<file path="src/rtl/lsu_pkg.sv">
// Shared definitions for the data RAM load/store unit.
// Op encodings, FSM states and default widths.
package lsu_pkg;

  localparam int ADDR_W_DEF = 4;
  localparam int DATA_W_DEF = 8;

  localparam logic [1:0] OP_LOAD  = 2'b00;
  localparam logic [1:0] OP_STORE = 2'b01;
  localparam logic [1:0] OP_FILL  = 2'b10;
  localparam logic [1:0] OP_RSVD  = 2'b11;

  typedef enum logic [2:0] {
    S_IDLE,
    S_WRITE,
    S_READ,
    S_RD_WAIT,
    S_FILL,
    S_RESP
  } state_t;

endpackage

</file>
<file path="src/rtl/data_ram_lsu.sv">
// Load/store sequencer in front of a 16x8 registered-read RAM.
// Handles LOAD, STORE, FILL and flags reserved ops.
module data_ram_lsu
  import lsu_pkg::*;
#(
  parameter int ADDR_W = ADDR_W_DEF,
  parameter int DATA_W = DATA_W_DEF
) (
  input  logic              clk,
  input  logic              rst_n,
  input  logic              req_valid,
  output logic              req_ready,
  input  logic [1:0]        req_op,
  input  logic [ADDR_W-1:0] req_addr,
  input  logic [DATA_W-1:0] req_wdata,
  output logic              rsp_valid,
  output logic [DATA_W-1:0] rsp_rdata,
  output logic              rsp_err,
  output logic              busy,
  output logic              ram_we,
  output logic [ADDR_W-1:0] ram_addr,
  output logic [DATA_W-1:0] ram_wdata,
  input  logic [DATA_W-1:0] ram_rdata
);

  localparam logic [ADDR_W-1:0] CNT_LAST = '1;

  state_t            r_state;
  logic [ADDR_W-1:0] r_cnt;
  logic              r_we;
  logic [ADDR_W-1:0] r_addr;
  logic [DATA_W-1:0] r_wdata;
  logic              r_valid;
  logic [DATA_W-1:0] r_rdata;
  logic              r_err;

  state_t            w_state;
  logic [ADDR_W-1:0] w_cnt;
  logic              w_we;
  logic [ADDR_W-1:0] w_addr;
  logic [DATA_W-1:0] w_wdata;
  logic              w_valid;
  logic [DATA_W-1:0] w_rdata;
  logic              w_err;

  // Ready and busy decode straight from state.
  assign req_ready = (r_state == S_IDLE);
  assign busy      = (r_state != S_IDLE);

  assign ram_we    = r_we;
  assign ram_addr  = r_addr;
  assign ram_wdata = r_wdata;
  assign rsp_valid = r_valid;
  assign rsp_rdata = r_rdata;
  assign rsp_err   = r_err;

  // State, fill counter and all registered outputs.
  always_ff @(posedge clk or negedge rst_n) begin
    if (!rst_n) begin
      r_state <= S_IDLE;
      r_cnt   <= '0;
      r_we    <= 1'b0;
      r_addr  <= '0;
      r_wdata <= '0;
      r_valid <= 1'b0;
      r_rdata <= '0;
      r_err   <= 1'b0;
    end else begin
      r_state <= w_state;
      r_cnt   <= w_cnt;
      r_we    <= w_we;
      r_addr  <= w_addr;
      r_wdata <= w_wdata;
      r_valid <= w_valid;
      r_rdata <= w_rdata;
      r_err   <= w_err;
    end
  end

  // Next state plus the output values for the next cycle.
  always_comb begin
    w_state = r_state;
    w_cnt   = r_cnt;
    w_we    = 1'b0;
    w_addr  = r_addr;
    w_wdata = r_wdata;
    w_valid = 1'b0;
    w_rdata = r_rdata;
    w_err   = r_err;
    unique case (r_state)
      S_IDLE: begin
        if (req_valid) begin
          unique case (1'b1)
            (req_op == OP_LOAD): begin
              w_state = S_READ;
              w_addr  = req_addr;
            end
            (req_op == OP_STORE): begin
              w_state = S_WRITE;
              w_we    = 1'b1;
              w_addr  = req_addr;
              w_wdata = req_wdata;
            end
            (req_op == OP_FILL): begin
              w_state = S_FILL;
              w_cnt   = '0;
              w_we    = 1'b1;
              w_addr  = '0;
              w_wdata = req_wdata;
            end
            default: begin
              w_state = S_RESP;
              w_valid = 1'b1;
              w_rdata = '0;
              w_err   = 1'b1;
            end
          endcase
        end
      end
      S_WRITE: begin
        w_state = S_RESP;
        w_valid = 1'b1;
        w_rdata = '0;
        w_err   = 1'b0;
      end
      S_READ: begin
        w_state = S_RD_WAIT;
      end
      S_RD_WAIT: begin
        w_state = S_RESP;
        w_valid = 1'b1;
        w_rdata = ram_rdata;
        w_err   = 1'b0;
      end
      S_FILL: begin
        w_cnt = r_cnt + 1'b1;
        if (r_cnt == CNT_LAST) begin
          w_state = S_RESP;
          w_valid = 1'b1;
          w_rdata = '0;
          w_err   = 1'b0;
        end else begin
          w_we   = 1'b1;
          w_addr = r_cnt + 1'b1;
        end
      end
      S_RESP: begin
        w_state = S_IDLE;
      end
      default: begin
        w_state = S_IDLE;
      end
    endcase
  end

endmodule

</file>
<file path="config.mk">
export PLATFORM = sky130hd
export DESIGN_NAME = data_ram_lsu
export DESIGN_NICKNAME = d
export VERILOG_FILES = /design/src/rtl/lsu_pkg.sv /design/src/rtl/data_ram_lsu.sv
export SDC_FILE = /design/constraint.sdc
export NUM_CORES = 1
export LEC_CHECK = 0
export CAP_MARGIN = 20
export CORE_MARGIN = 10
export CORE_UTILIZATION = 35
export DETAILED_ROUTE_END_ITERATION = 8
export GPL_ROUTABILITY_DRIVEN = 0
export SLEW_MARGIN = 5
export SYNTH_ARGS = -nofsm -noshare
export SYNTH_HDL_FRONTEND = slang
export SYNTH_SLANG_ARGS = --single-unit
</file>
<file path="constraint.sdc">
create_clock -name clk -period 1.69 [get_ports clk]
set_input_delay 0.169 -clock clk [delete_from_list [all_inputs] [get_ports clk]]
set_output_delay 0.169 -clock clk [all_outputs]
set_load 0.02 [all_outputs]
</file>
==> run metrics <==
Final Cell Area=around 2200 sq um; Clock Power Share=18.1%; crit path max fanout=5; Post-Syn Area=1470 sq um; pin count of the biggest net entering global routing=31; Worst R2R End=ram_wdata[3]; endpoints failing hold=0; post-synth top area share=51.0%; Post-synth top cells=dfrtp_1 (30), a22o_1 (11), mux2_4 (9); nets=216; antenna violations before repair=0; ranking of synthesized cells by area=dfrtp_1 (51%), mux2_4 (9.2%), a22o_1 (6.5%); Initial Utilization=36.6%; register share of total power=30.2%; CP Class=reg2out; ANT cells=0; max cap viols=0; R2R Setup Slk=0.13 ns; Inserted Clock Buffers=5; GRT overflow=0; CTS sink cnt=30; syn avg cell area=approximately 13 sq um; required time worst endpoint=1.52 ns; crit start category=flop; crit path DAT=1.45 ns; First-pass DRT Iterations=4; vias in the first global route=1293; Ys Warns=0; CP max-delay cell=dfrtp_1; CP Cell Sequence=or2_4, nor2_4, inv_1, dlygate4sd2_1; routed wire length=3850 um; via count=1162; R2R depth=4; unrepaired setup endpoints after global routing=false; clock latency on the worst-skew pair=0.28 ns; Tot Pwr=just under 0.004 W; Row Count=23; maximum clock path buffer count=2; CTS tree=built; hold crit path type=in2async; Chip Height=~85 um; Slew HR=63.7%; layout cells sized above 1=24.9%; post-synth top area cell=dfrtp_1; worst vdd ir=between 0.8 and 0.9 mV; die width=84.9 um; DRT iter0 DRCs=between 50 and 60; #FFs+latches synth=30; predominant post-synthesis flop cell=dfrtp_1; PwrDens=1730 nW/um^2; syn_nets=147; worst reg2reg startpoint=r_state[1]; Placed Area=2110 sq um; IO Pins=50; Pint=0.00246 W; first-pass GRT wire length=6620 um; count leader, synth=dfrtp_1; Antenna Nets Post-Route=0; post-route minimum period=roughly 1.6 ns; Synth Instances=between 100 and 150; Layout Skew=roughly 0.0044 ns; post-CTS setup buffers=0; Async S/R FF share, synth=100%; status=completed; TNS Setup=0 ns; area of the die=7200 sq um; synthesis-to-finish area growth=51.6%; Yosys cell types=33; top cell family by delay on the critical path=simple AND/OR/NAND/NOR gates; hold buffers post-CTS=0; clk root buf=clkbuf_8; crit path buf inv count=2; number of synthesized flops with an enable pin=0; Fillers=351; Final period util=around 96%; Fmax achieved=0.619 GHz; Vias/cell=4.94; All-Layer GR Usage=11.2%; Leak Pwr=1.02 nW; WL per Instance=16.4 um; Setup Viol. Count Final=0; Worst-path clk slew=0.07 ns; Residual DRC=0; max incr delay on CP=0.38 ns; sw power=roughly 0.0014 W; switching share of power=36.2%; Slew Limit Fails=0; H-tree depth=2; Std-Cell Core Area=4030 sq um; CP Capture Type=primary output; worst slew pin tran=between 0.5 and 0.6 ns; IO buf count=49; combinational share of power=51.7%; Final HPWL DP=between 2000 and 3000 um; post-synthesis sequential area ratio=51.0%
-- power groups by stage --
stage | sequential (W) | clock [W] | combinational, W
floorplan | 0.00141 | 0 | 0.000966
global placement | 0.00117 | 0 | 0.00198
detailed placement | 0.00118 | 0 | 0.00202
CTS | 0.00117 | 0.000719 | 0.00202
global route | 0.00121 | 0.000754 | 0.00216
finish | 0.00117 | 0.000699 | 0.00200
-- sequential cells by signal, indices dropped and copies added, names as in the netlist --
name       count
ram_addr       4
ram_wdata      8
r_cnt          4
ram_we         1
rsp_rdata      8
rsp_valid      1
rsp_err        1
r_state        3
-- cells in the final DEF, fill, tap and decap left out, types with 2 or more instances in the layout --
cell / instances
o21ai_0: 5
dfrtp_1: 30
o21ai_1: 3
nor3_1: 2
nand3_1: 2
a22o_1: 11
nor2_1: 2
ha_1: 6
a21o_1: 3
mux2_4: 9
nor3b_1: 3
nand2_1: 6
nand2b_1: 4
clkdlybuf4s50_1: 45
inv_2: 3
clkinv_2: 2
clkbuf_8: 5
dlygate4sd2_1: 3
inv_1: 2
buf_4: 15
a21oi_1: 5
-- cells by family after synthesis --
logic type | Yosys count | synth area share (%)
xor+xnor | 1 | 0.595
fa+ha+maj | 7 | 5.95
flops | 30 | 51.0
compound gates | 32 | 17.4
mux | 11 | 10.6
buf+inv | 8 | 3.82
simple gates | 26 | 10.6
-- worst reg2reg max path, delay by kind of cell (launching register included) --
kind | cells | cell delay [ns]
mux | 1 | 0.33
flops | 1 | 0.38
simple gates | 3 | 0.74
-- cell type report --
type                            instances  area [sq um]  area share (%)
Clock buffer                            5          68.8            3.08
Multi-Input combinational cell         77           678            30.4
Tap cell                               50          62.6            2.80
Inverter                                5          18.8           0.841
Sequential cell                        30           751            33.6
Timing Repair Buffer                   65           613            27.5
Clock inverter                          3          40.0            1.79
-- metrics by stage --
| step | instances | util [%] | worst slack (ns) | hold slack [ns] |
|---|---|---|---|---|
| after floorplan | 115 | - | 0.0456 | -0.127 |
| after global placement | 227 | 52.5 | -0.323 | 0.471 |
| after detailed placement | 227 | 52.5 | -0.357 | 0.487 |
| after CTS | 235 | 55.2 | 0.00122 | 0.295 |
| after global routing | 235 | 55.4 | 0.000521 | 0.312 |
| final | 235 | 55.4 | 0.0743 | 0.277 |
-- metal layers --
metal	global-route usage, %	vias up	part of all wire [%]
li1	-	549	-
met1	13.5	576	43
met2	17.8	32	51
met3	3.44	5	4.5
met4	5.39	0	1.6
met5	0	-	0
-- worst max-delay path by stage --
stage                     cells after the start  startpoint  slack [ns]           end
after global placement                        6   req_op[0]       -0.32   ram_addr[0]
after detailed placement                      6   req_op[1]       -0.36   ram_addr[0]
after CTS                                     6   req_op[0]       0.001   ram_addr[0]
final                                         4  r_state[1]        0.07          busy
after global routing                          4  r_state[1]      0.0005          busy
after floorplan                               5  r_state[0]        0.05  ram_wdata[0]
-- timing repair --
item	4_1_cts	5_1_grt
gates resized for setup	5	3
cloned	0	0
pin swaps	2	1
endpoints found under the setup margin	6	4
Power figures use the tool's default switching activity.
==> patch 1, RTL diff (same settings) <==
`ADDR_W_DEF`: 4 -> 3.
--- a/src/rtl/lsu_pkg.sv
+++ b/src/rtl/lsu_pkg.sv
@@ -2,7 +2,7 @@
 // Op encodings, FSM states and default widths.
 package lsu_pkg;
 
-  localparam int ADDR_W_DEF = 4;
+  localparam int ADDR_W_DEF = 3;
   localparam int DATA_W_DEF = 8;
 
   localparam logic [1:0] OP_LOAD  = 2'b00;
Ports: changed (resized ram_addr and req_addr); port bits go from 50 to 48. The function was not compared with the original's and may differ.
==> patch 1 against the original RTL <==
  * The flow now finishes with violations (setup timing)
  * Worst hold slack lost 8.7 ps
  * Sequential cell count shrank 2
  * Maximum frequency shrank 8.3%
  * Wire length shrank 15%
  * Total power shrank 11%
  * Synthesized area shrank 8.2%
  * Setup slack lost 150 ps
  * Final cell count shrank 10%
  * Register-to-register slack lost 200 ps
  * Cell area shrank 6.3%
  * Critical path type is now flop to flop
==> patch 1: results (changes against the original RTL) <==
### GRT
- maximum number of pins on one net before global-route repair: 29, -6.5%
- wire length of the first global-routing pass: 5.285 mm, -20%

### Logic synthesis
- post-synthesis net count: 133, -9.5%
- xor/xnor share of the synthesized area: 0, -0.005947
- number of distinct standard cells referenced by the synthesized netlist: 30, -9.1%
- share of cell area taken by muxes after synthesis: 0.1324, +0.02621
- synthesized area per cell: 13.38 sq um, +4.5%
- fraction of the mapped netlist area in adder cells: 0.07407, +0.01460

### Setup path
- arrival time at the worst endpoint: 1920 ps, +470 ps
- startpoint of the worst-slack reg-to-reg timing path: r_cnt[1]
- Worst Reg2Reg Path Length in Cells: 5, +1

### Placed design
- Placed Instances: 205, -9.7%
- PortBufs: 47, -4.1%
- Cell Area, Placed: 1991 sq um, -5.8%

### Final layout
- Layout clock area frac: 0.03411, -0.01466
- #MultiIn Comb: 65, -16%
- Net count, final: 196, -9.3%
- final-layout non-clock buffer area share: 0.2747, about the same

### Clocking
- total number of H-tree levels: 1, -1
- CTS Buf Count: 3, -2

### Pwr
- Static Leak: 0.0009376 uW, -8.4%

### Timing
- Worst Setup Slack, final: -71.62 ps, -145.9 ps
- Worst Hold Slack: 268.7 ps, -8.736 ps
- relative slew slack: 0.6490, +0.01246
- number of setup violations in the final report: 11, +11

### Outcome
- failing checks: setup timing
- status: finished, violations left

### Drt
- post-DR wirelength/cell: 15.59 um, -4.9%

==> patch 1: cell count changes after synthesis, sizes merged, moves of 3 or more <==
cell	change
nor3b	-3
mux2	+5
o21ai	-5
a32o	+8
a21oi	-4
a22o	-9
==> patch 1: worst max-delay path, cell delays in order, from the launching register on <==
cell and delay (ps):
sky130_fd_sc_hd__dfrtp_1 400, sky130_fd_sc_hd__ha_2 200, sky130_fd_sc_hd__ha_4 150, sky130_fd_sc_hd__nand2b_4 140, sky130_fd_sc_hd__a2111oi_4 420, sky130_fd_sc_hd__mux2_4 340
==> patch 1: what timing repair did <==
item	CTS	global route
gates resized for setup	4	1
setup buffers	0	2
endpoints found under the setup margin	13	4
pin swaps	0	2
==> patch 1: per-layer routing <==
metal,vias to the layer above,wire length [um]
li1,501,-
met1,497,1336
met2,34,1588
met3,4,331
met4,0,34
met5,-,0
==> patch 2, RTL diff (same settings) <==
Made on the original files. Encoding of `state_t`: now Gray code (3 bits for 6 states).
--- a/src/rtl/lsu_pkg.sv
+++ b/src/rtl/lsu_pkg.sv
@@ -11,12 +11,12 @@
   localparam logic [1:0] OP_RSVD  = 2'b11;
 
   typedef enum logic [2:0] {
-    S_IDLE,
-    S_WRITE,
-    S_READ,
-    S_RD_WAIT,
-    S_FILL,
-    S_RESP
+    S_IDLE    = 3'b000,
+    S_WRITE   = 3'b001,
+    S_READ    = 3'b011,
+    S_RD_WAIT = 3'b010,
+    S_FILL    = 3'b110,
+    S_RESP    = 3'b111
   } state_t;
 
 endpackage
Function: no difference found for any inputs over 10 cycles, from zero or initial values and one cycle with rst_n low; not proved beyond that.
==> patch 2 against the original RTL <==
  * Synthesized area fell by 3.7%
  * Cell area down 4.5%
  * Total power up 4.8%
  * Setup slack worse by 15 ps
  * Worst hold slack better by 6.8 ps
  * Sequential cell count unchanged
  * Clock power increased by 4.1%
  * Wire length shrank 7.9%
  * Critical endpoint is now req_ready
  * Largest cell class unchanged
==> patch 2: results (changes against the original RTL) <==
### Drt
- Vias: 1080, -7.1%
- post-DR wirelength/cell: 15.77 um, -3.8%
- post-detailed-routing wire length: 3.548 mm, -7.9%
- Initial DRC Count: 35, -35%

### Final layout
- Net count, final: 207, -4.2%
- fraction of final layout cells with drive strength greater than 1: 0.2229, -0.02579

### Placed design
- dpl ws: -213.4 ps, +143.2 ps
- Cell Area, Placed: 2024 sq um, -4.2%
- HPWL Detailed: 2.794 mm, -6.7%

### Logic synthesis
- post-synthesis net count: 142, -3.4%
- sequential cell area fraction in the yosys report: 0.5296, +0.01980
- most numerous cell types in the synthesized netlist: 30 x sky130_fd_sc_hd__dfrtp_1, 10 x sky130_fd_sc_hd__a22o_1, 8 x sky130_fd_sc_hd__mux2_2, 7 x sky130_fd_sc_hd__ha_1, 7 x sky130_fd_sc_hd__o21ai_0
- largest cells by area after synthesis: sky130_fd_sc_hd__dfrtp_1 53%, sky130_fd_sc_hd__mux2_2 6.4%, sky130_fd_sc_hd__a22o_1 6.2%, sky130_fd_sc_hd__ha_1 6.2%, sky130_fd_sc_hd__mux2_4 4.2%
- Synth Area in Compound Gates: 0.1474, -0.02678
- fraction of the mapped netlist area in adder cells: 0.06178, +0.002310

### Setup path
- capturing point of the worst reg2reg path: rsp_rdata[4]
- Worst Reg2Reg Path Length in Cells: 6, +2
- family with the most delay on the worst path: buffers and inverters
- largest fanout of any net on the critical path: 2, -3
- CP startpoint: r_state[0]
- startpoint of the worst-slack reg-to-reg timing path: r_cnt[0]

### Pwr
- worst voltage drop across the vdd grid: 0.8628 mV, +2.5%
- portion of total power attributed to combinational logic: 0.514, -0.003
- switching part of the total: 0.3614, -0.0006841

### Timing
- maximum achievable frequency: 0.6131 GHz, -0.94%
- relative slew slack: 0.7503, +0.1138
- clock tree skew after final layout: 7.409 ps, +3.054 ps

### Outcome
- status: finished clean

### GRT
- met2 track demand over resource in global routing: 0.1624, -0.01539

-- patch 2: cell count changes in the layout (fill, tap and decap cells not counted), sizes merged, moves of 3 or more --
cell / change
buf: -4
nor3b: -4
nand2b: -3
nand3b: +3
a21o: -3
-- patch 2: cell type report --
| class | instances | area (sq um) |
|---|---|---|
| well taps | 50 | 62.56 |
| clock buffers | 6 | 82.58 |
| repair buffers | 61 | 574.3 |
| inverters | 6 | 22.52 |
| multi-input cells | 71 | 608.1 |
| fillers | 350 | 1841 |
| clock inverters | 1 | 30.03 |
| flip-flops and latches | 30 | 750.7 |
-- patch 2: what timing repair did --
action / CTS / global route
resized for setup: 3 / 1
endpoints found under the setup margin: 2 / 1
hold buffers: 0 / 0
-- patch 2: routing by layer --
layer	vias to the layer above	part of all wire
met5	-	0
met4	0	0.014
met2	40	0.48
met3	6	0.079
met1	512	0.43
li1	522	-
